<file path="src/rtl/fb_port_if.sv">
// Bundle of the display-read, camera-write, status and BRAM-side signals around
// the frame-buffer port arbiter; slave is the arbiter side, master the surroundings.
interface fb_port_if #(
    parameter int c_nb_img_pxls = 13,
    parameter int c_nb_buf      = 12
);
    logic                     rd_req;
    logic [c_nb_img_pxls-1:0] rd_addr;
    logic [c_nb_buf-1:0]      rd_data;
    logic                     rd_valid;
    logic                     wr_valid;
    logic [c_nb_img_pxls-1:0] wr_addr;
    logic [c_nb_buf-1:0]      wr_data;
    logic                     wr_ready;
    logic                     clr_ovf;
    logic                     ovf;
    logic [7:0]               drop_cnt;
    logic [c_nb_img_pxls-1:0] mem_addr;
    logic                     mem_we;
    logic [c_nb_buf-1:0]      mem_wdata;
    logic [c_nb_buf-1:0]      mem_rdata;

    modport slave (
        input  rd_req, rd_addr, wr_valid, wr_addr, wr_data, clr_ovf, mem_rdata,
        output rd_data, rd_valid, wr_ready, ovf, drop_cnt, mem_addr, mem_we, mem_wdata
    );

    modport master (
        output rd_req, rd_addr, wr_valid, wr_addr, wr_data, clr_ovf, mem_rdata,
        input  rd_data, rd_valid, wr_ready, ovf, drop_cnt, mem_addr, mem_we, mem_wdata
    );
endinterface

</file>
<file path="src/rtl/fb_port_arbiter.sv">
// Single-port frame-buffer arbiter: display reads always win with fixed 2-cycle
// latency, camera writes are queued in a small FIFO and drained on idle cycles.
module fb_port_arbiter #(
    parameter int c_nb_img_pxls = 13,
    parameter int c_nb_buf      = 12,
    parameter int c_nb_wfifo    = 2
) (
    input  logic       clk,
    input  logic       rst_n,
    fb_port_if.slave   bus
);
    localparam int DEPTH = 1 << c_nb_wfifo;
    localparam logic [c_nb_wfifo:0]   CNT_ONE  = (c_nb_wfifo+1)'(1);
    localparam logic [c_nb_wfifo:0]   CNT_FULL = (c_nb_wfifo+1)'(DEPTH);
    localparam logic [c_nb_wfifo-1:0] PTR_ONE  = c_nb_wfifo'(1);

    typedef enum logic [1:0] {IDLE, GRANT_RD, GRANT_WR} grant_e;
    grant_e grant;

    logic [c_nb_img_pxls-1:0] fifo_addr_q [DEPTH];
    logic [c_nb_buf-1:0]      fifo_data_q [DEPTH];
    logic [c_nb_wfifo:0]      cnt_q, cnt_d;
    logic [c_nb_wfifo-1:0]    wr_ptr_q, wr_ptr_d, rd_ptr_q, rd_ptr_d;
    logic                     push, pop, drop, wr_ready;

    logic [c_nb_img_pxls-1:0] mem_addr_q, mem_addr_d;
    logic [c_nb_buf-1:0]      mem_wdata_q, mem_wdata_d;
    logic                     mem_we_q, mem_we_d;

    logic                     rd_p1_q, rd_p1_d, rd_p2_q, rd_valid_q;
    logic [c_nb_buf-1:0]      rd_data_q;

    logic                     ovf_q, ovf_d;
    logic [7:0]               drop_cnt_q, drop_cnt_d;

    assign wr_ready = (cnt_q != CNT_FULL);

    always_comb begin
        grant       = IDLE;
        push        = bus.wr_valid & wr_ready;
        drop        = bus.wr_valid & ~wr_ready;
        pop         = 1'b0;
        cnt_d       = cnt_q;
        wr_ptr_d    = wr_ptr_q;
        rd_ptr_d    = rd_ptr_q;
        mem_addr_d  = mem_addr_q;
        mem_wdata_d = mem_wdata_q;
        mem_we_d    = 1'b0;
        rd_p1_d     = 1'b0;
        ovf_d       = ovf_q;
        drop_cnt_d  = drop_cnt_q;

        if (bus.rd_req)
            grant = GRANT_RD;
        else if (cnt_q != '0)
            grant = GRANT_WR;

        case (grant)
            GRANT_RD: begin
                mem_addr_d = bus.rd_addr;
                rd_p1_d    = 1'b1;
            end
            GRANT_WR: begin
                pop         = 1'b1;
                mem_addr_d  = fifo_addr_q[rd_ptr_q];
                mem_wdata_d = fifo_data_q[rd_ptr_q];
                mem_we_d    = 1'b1;
            end
            default: ;
        endcase

        if (push) wr_ptr_d = wr_ptr_q + PTR_ONE;
        if (pop)  rd_ptr_d = rd_ptr_q + PTR_ONE;
        if (push && !pop)
            cnt_d = cnt_q + CNT_ONE;
        else if (pop && !push)
            cnt_d = cnt_q - CNT_ONE;

        // Clear wins over a drop landing in the same cycle.
        if (bus.clr_ovf) begin
            ovf_d      = 1'b0;
            drop_cnt_d = 8'd0;
        end else if (drop) begin
            ovf_d = 1'b1;
            if (drop_cnt_q != 8'hFF) drop_cnt_d = drop_cnt_q + 8'd1;
        end
    end

    always_ff @(posedge clk or negedge rst_n) begin
        if (!rst_n) begin
            cnt_q       <= '0;
            wr_ptr_q    <= '0;
            rd_ptr_q    <= '0;
            mem_addr_q  <= '0;
            mem_wdata_q <= '0;
            mem_we_q    <= 1'b0;
            rd_p1_q     <= 1'b0;
            rd_p2_q     <= 1'b0;
            rd_valid_q  <= 1'b0;
            rd_data_q   <= '0;
            ovf_q       <= 1'b0;
            drop_cnt_q  <= 8'd0;
        end else begin
            cnt_q       <= cnt_d;
            wr_ptr_q    <= wr_ptr_d;
            rd_ptr_q    <= rd_ptr_d;
            mem_addr_q  <= mem_addr_d;
            mem_wdata_q <= mem_wdata_d;
            mem_we_q    <= mem_we_d;
            // BRAM samples the address while the flag moves p1 -> p2.
            rd_p1_q     <= rd_p1_d;
            rd_p2_q     <= rd_p1_q;
            rd_valid_q  <= rd_p2_q;
            if (rd_p2_q) rd_data_q <= bus.mem_rdata;
            ovf_q       <= ovf_d;
            drop_cnt_q  <= drop_cnt_d;
        end
    end

    always_ff @(posedge clk) begin
        if (push) begin
            fifo_addr_q[wr_ptr_q] <= bus.wr_addr;
            fifo_data_q[wr_ptr_q] <= bus.wr_data;
        end
    end

    assign bus.wr_ready  = wr_ready;
    assign bus.mem_addr  = mem_addr_q;
    assign bus.mem_we    = mem_we_q;
    assign bus.mem_wdata = mem_wdata_q;
    assign bus.rd_valid  = rd_valid_q;
    assign bus.rd_data   = rd_data_q;
    assign bus.ovf       = ovf_q;
    assign bus.drop_cnt  = drop_cnt_q;
endmodule

</file>
<file path="src/flat_wrapper.sv">
// flat-port wrapper written by rule: the top's interface ports become plain ports
module fb_port_arbiter_flat 
#(
    parameter int c_nb_img_pxls = 13,
    parameter int c_nb_buf      = 12,
    parameter int c_nb_wfifo    = 2
)
  (clk, rst_n, bus_rd_req, bus_rd_addr, bus_wr_valid, bus_wr_addr, bus_wr_data, bus_clr_ovf, bus_mem_rdata, bus_rd_data, bus_rd_valid, bus_wr_ready, bus_ovf, bus_drop_cnt, bus_mem_addr, bus_mem_we, bus_mem_wdata);
  fb_port_if #(.c_nb_img_pxls(c_nb_img_pxls), .c_nb_buf(c_nb_buf)) bus_i ();
  input  logic clk;
  input  logic rst_n;
  input wire logic [$bits(bus_i.rd_req)-1:0] bus_rd_req;
  input wire logic [$bits(bus_i.rd_addr)-1:0] bus_rd_addr;
  input wire logic [$bits(bus_i.wr_valid)-1:0] bus_wr_valid;
  input wire logic [$bits(bus_i.wr_addr)-1:0] bus_wr_addr;
  input wire logic [$bits(bus_i.wr_data)-1:0] bus_wr_data;
  input wire logic [$bits(bus_i.clr_ovf)-1:0] bus_clr_ovf;
  input wire logic [$bits(bus_i.mem_rdata)-1:0] bus_mem_rdata;
  output wire logic [$bits(bus_i.rd_data)-1:0] bus_rd_data;
  output wire logic [$bits(bus_i.rd_valid)-1:0] bus_rd_valid;
  output wire logic [$bits(bus_i.wr_ready)-1:0] bus_wr_ready;
  output wire logic [$bits(bus_i.ovf)-1:0] bus_ovf;
  output wire logic [$bits(bus_i.drop_cnt)-1:0] bus_drop_cnt;
  output wire logic [$bits(bus_i.mem_addr)-1:0] bus_mem_addr;
  output wire logic [$bits(bus_i.mem_we)-1:0] bus_mem_we;
  output wire logic [$bits(bus_i.mem_wdata)-1:0] bus_mem_wdata;
  assign bus_i.rd_req = bus_rd_req;
  assign bus_i.rd_addr = bus_rd_addr;
  assign bus_i.wr_valid = bus_wr_valid;
  assign bus_i.wr_addr = bus_wr_addr;
  assign bus_i.wr_data = bus_wr_data;
  assign bus_i.clr_ovf = bus_clr_ovf;
  assign bus_i.mem_rdata = bus_mem_rdata;
  assign bus_rd_data = bus_i.rd_data;
  assign bus_rd_valid = bus_i.rd_valid;
  assign bus_wr_ready = bus_i.wr_ready;
  assign bus_ovf = bus_i.ovf;
  assign bus_drop_cnt = bus_i.drop_cnt;
  assign bus_mem_addr = bus_i.mem_addr;
  assign bus_mem_we = bus_i.mem_we;
  assign bus_mem_wdata = bus_i.mem_wdata;
  fb_port_arbiter #(.c_nb_img_pxls(c_nb_img_pxls), .c_nb_buf(c_nb_buf), .c_nb_wfifo(c_nb_wfifo)) u_core (.clk(clk), .rst_n(rst_n), .bus(bus_i));
endmodule
</file>
<file path="config.mk">
export PLATFORM = sky130hd
export DESIGN_NAME = fb_port_arbiter_flat
export DESIGN_NICKNAME = d
export VERILOG_FILES = /design/src/rtl/fb_port_if.sv /design/src/rtl/fb_port_arbiter.sv /design/src/flat_wrapper.sv
export SDC_FILE = /design/constraint.sdc
export NUM_CORES = 1
export LEC_CHECK = 0
export BUFFER_PORTS_ARGS = -buffer_cell sky130_fd_sc_hd__buf_4
export CAP_MARGIN = 20
export CORE_UTILIZATION = 25
export DETAILED_ROUTE_END_ITERATION = 8
export GPL_ROUTABILITY_DRIVEN = 0
export PLACE_DENSITY = 0.43
export SKIP_CTS_REPAIR_TIMING = 1
export SLEW_MARGIN = 20
export SYNTH_ARGS = -nofsm -noshare
export SYNTH_HDL_FRONTEND = slang
export SYNTH_SLANG_ARGS = --single-unit
</file>
<file path="constraint.sdc">
create_clock -name clk -period 3 [get_ports clk]
set_input_delay 0.45 -clock clk [delete_from_list [all_inputs] [get_ports clk]]
set_output_delay 0.45 -clock clk [all_outputs]
set_load 0.05 [all_outputs]
</file>
==> reports/metrics.yaml <==
drt:
  wl_um: 13400
  dr.pass1.iters: 4
  wl_per_cell_um: 17.6
  dr.first_iter.drc_count: 182
  antenna_left: 0
  route.detailed.drc: 0
  viasPerCell: 4.27
  vias: 3240
synth:
  ys.flop_type: "edfxtp_1"
  mappedNetlistArea_sq_um: 6060
  async_flop_share: 0.363
  ys_ff_latch: 157
  syn_inst: 314
  synthTopCellsByArea: "edfxtp_1 50%, dfrtp_1 24%, mux4_2 5.2%"
  yosysSeqAreaShare: 0.731
  synth.distinct_cells: 36
  yosys.area.top_type: "edfxtp_1"
  synth.avg_cell_area_sq_um: 19.3
  yosys_warnings: 0
  synth_nets: 376
  synth_edf_count: 100
  synth_top_area_share: 0.496
sta:
  final-hold-violation-count: 0
  finClkSkew_ps: 17.4
  worst_slew_pin_slew_ps: 829
  setup_violations: 0
  period_minus_slack_ps: 2100
  rsz0062_at_grt: "no"
  slew_violations: 0
  setup_tns_ps: 0
  finalCritPeriodShare: 0.701
  timing.fmax_mhz: 475
  slew_headroom: 0.448
  finalWorstSetupSlack_ps: 896
  hold_slack_ps: 125
job:
  cap_violations: 0
power_and_ir_drop:
  power_mw: 7.60
  p_per_area_nw_per_um2: 976
  power_leakage_nw: 3.03
  ir_drop_uv: 401
cts:
  insertion_delay_ps: 430
  cts_buffer_depth: 2
  cts_tree: "yes"
  cts_made_buffers: 17
  cts.clk_slew.worst_paths_ps: 60
  root_buffer: "clkbuf_16"
  htree_levels: 4
  cts.sinks: 157
floorplanning:
  num_io_pins: 104
  die-area_sq_um: 24900
  core-area_sq_um: 23600
  initial_utilization: 0.256
  rows: 56
  fp.dieW_um: 158
  die_h_um: 158
outcome:
  status: "complete, no violations"
final_layout:
  nets: 488
  final_layout_size_suffix_gt1_frac: 0.428
  final.fill_count: 2331
  final_area_sq_um: 7790
  diodes: 0
  syn_to_final_growth_pct: 28.6
placement:
  dpl.hpwl_um: 8250
  preCtsSetupSlack_ps: 876
  placed_area_sq_um: 7210
  place.port_buffers: 103
critical_path:
  crit_fanout: 6
  cp.arrival_ps: 2440
  max_stage_delay_ps: 480
  crit_chain: "nor2_1 -> nand2_1 -> and2_0 -> ha_1 -> inv_1 -> fa_1 -> xor2_1 -> nor2_1 -> xor2_1"
  end_kind: "register"
  crit_path_start_kind: "register"
  criticalPathCategory: "register to register"
  worstPathRequired_ps: 3340
  slowest_stage: "dfrtp_1"
global_routing:
  grt_first_pass_wirelength_um: 20400
  track_usage: 0.115
  grt_pass1_vias: 3473
  antenna_found_initial: 0
  grt-ovfl-total: 0
  grt_max_degree: 58
hold_path:
  hp-class: "input pin to asynchronous set/reset pin"
==> path summary, 6_finish.rpt <==
| path | slack [ps] | end | cells past startpoint | start |
|---|---|---|---|---|
| worst max-delay path | 900 | u_core.cnt_q[2] | 9 | u_core.cnt_q[0] |
| worst min register to register | 380 | u_core.rd_p2_q | 0 | u_core.rd_p1_q |
| max in group asynchronous | 2290 | u_core.rd_ptr_q[0] | 1 | rst_n |
| min in group clk | 220 | u_core.fifo_data_q[2][11] | 1 | bus_wr_data[11] |
| worst min-delay path | 120 | u_core.bus.mem_addr[3] | 1 | rst_n |
| worst max register to register | 900 | u_core.cnt_q[2] | 9 | u_core.cnt_q[0] |
==> critical path, delay by kind of cell (launching register included) <==
family	cells	cell delay (ps)
adder cells (fa/ha/maj)	2	600
XOR/XNOR	2	320
AND/OR/NAND/NOR	4	580
buffers and inverters	1	60
flip-flops	1	480
==> flip-flops by register name, summed over array words and instances (netlist names) <==
name	flops
u_core.cnt_q	3
u_core.rd_p2_q	1
u_core.bus.ovf	1
u_core.bus.rd_data	12
u_core.wr_ptr_q	2
u_core.bus.mem_addr	13
u_core.fifo_data_q	48
u_core.bus.mem_we	1
u_core.rd_p1_q	1
u_core.rd_ptr_q	2
u_core.bus.drop_cnt	8
u_core.bus.mem_wdata	12
u_core.fifo_addr_q	52
u_core.bus.rd_valid	1
==> cell usage in the layout, fill, tap and decap left out, drive strengths merged, types with 2 or more instances in the layout <==
cell type,n
a21oi,3
a222oi,13
and3,6
buf,108
clkbuf,17
clkinv,6
dfrtp,57
edfxtp,100
ha,6
inv,25
mux2,26
mux4,25
nand2,5
nand3,2
nor2,10
nor3,2
o211ai,2
o21ai,2
o31ai,2
xnor2,4
xor2,5
==> synth_stat cells (all sizes together), types with 2 or more instances <==
cell type  number
nor2           10
xnor2           4
nor3            2
a21oi           3
a222oi         13
ha              6
dfrtp          57
nand2           5
nand3           2
inv            18
and3            6
mux4           25
edfxtp        100
mux2           26
o211ai          2
xor2            5
buf             9
o31ai           2
clkbuf          6
o21ai           2
==> layout make-up <==
class / instances / area (sq um) / area share
Clock inverter: 15 / 156 / 0.0201
Timing Repair Buffer: 108 / 823 / 0.106
Sequential cell: 157 / 4430 / 0.569
Multi-Input combinational cell: 124 / 1490 / 0.191
Tap cell: 319 / 399 / 0.0513
Inverter: 18 / 67.6 / 0.00868
Clock buffer: 17 / 425 / 0.0546
==> per-stage QoR <==
stage | utilization | cells
CTS | 0.330 | 758
global placement | 0.305 | 726
detailed placement | 0.305 | 726
finish | 0.330 | 758
floorplan | - | 314
global route | 0.330 | 758
==> report_power, final <==
group          switching, mW  internal [mW]  total, mW  leakage, nW
logic                   1.45          0.938       2.39         1.14
registers              0.255           2.85       3.10         1.61
clock network          0.937           1.17       2.11        0.286
==> kinds of logic (layout without fill, tap and decap cells) <==
group / Yosys count / after routing / synth area share
fa+ha+maj: 7 / 7 / 0.0157
xor+xnor: 9 / 9 / 0.0130
mux: 52 / 52 / 0.150
simple gates: 32 / 32 / 0.0281
compound gates: 24 / 24 / 0.0359
flops: 157 / 157 / 0.731
buf+inv: 33 / 158 / 0.0260
==> metal layers <==
metal,wire length (um),track usage,part of all wire,vias to the layer above
met3,762,0.0370,0.057,4
li1,-,-,-,1470
met1,6050,0.145,0.45,1665
met4,82,0.0374,0.0061,0
met2,6460,0.188,0.48,101
met5,0,0,0,-
Power figures use the tool's default switching activity.
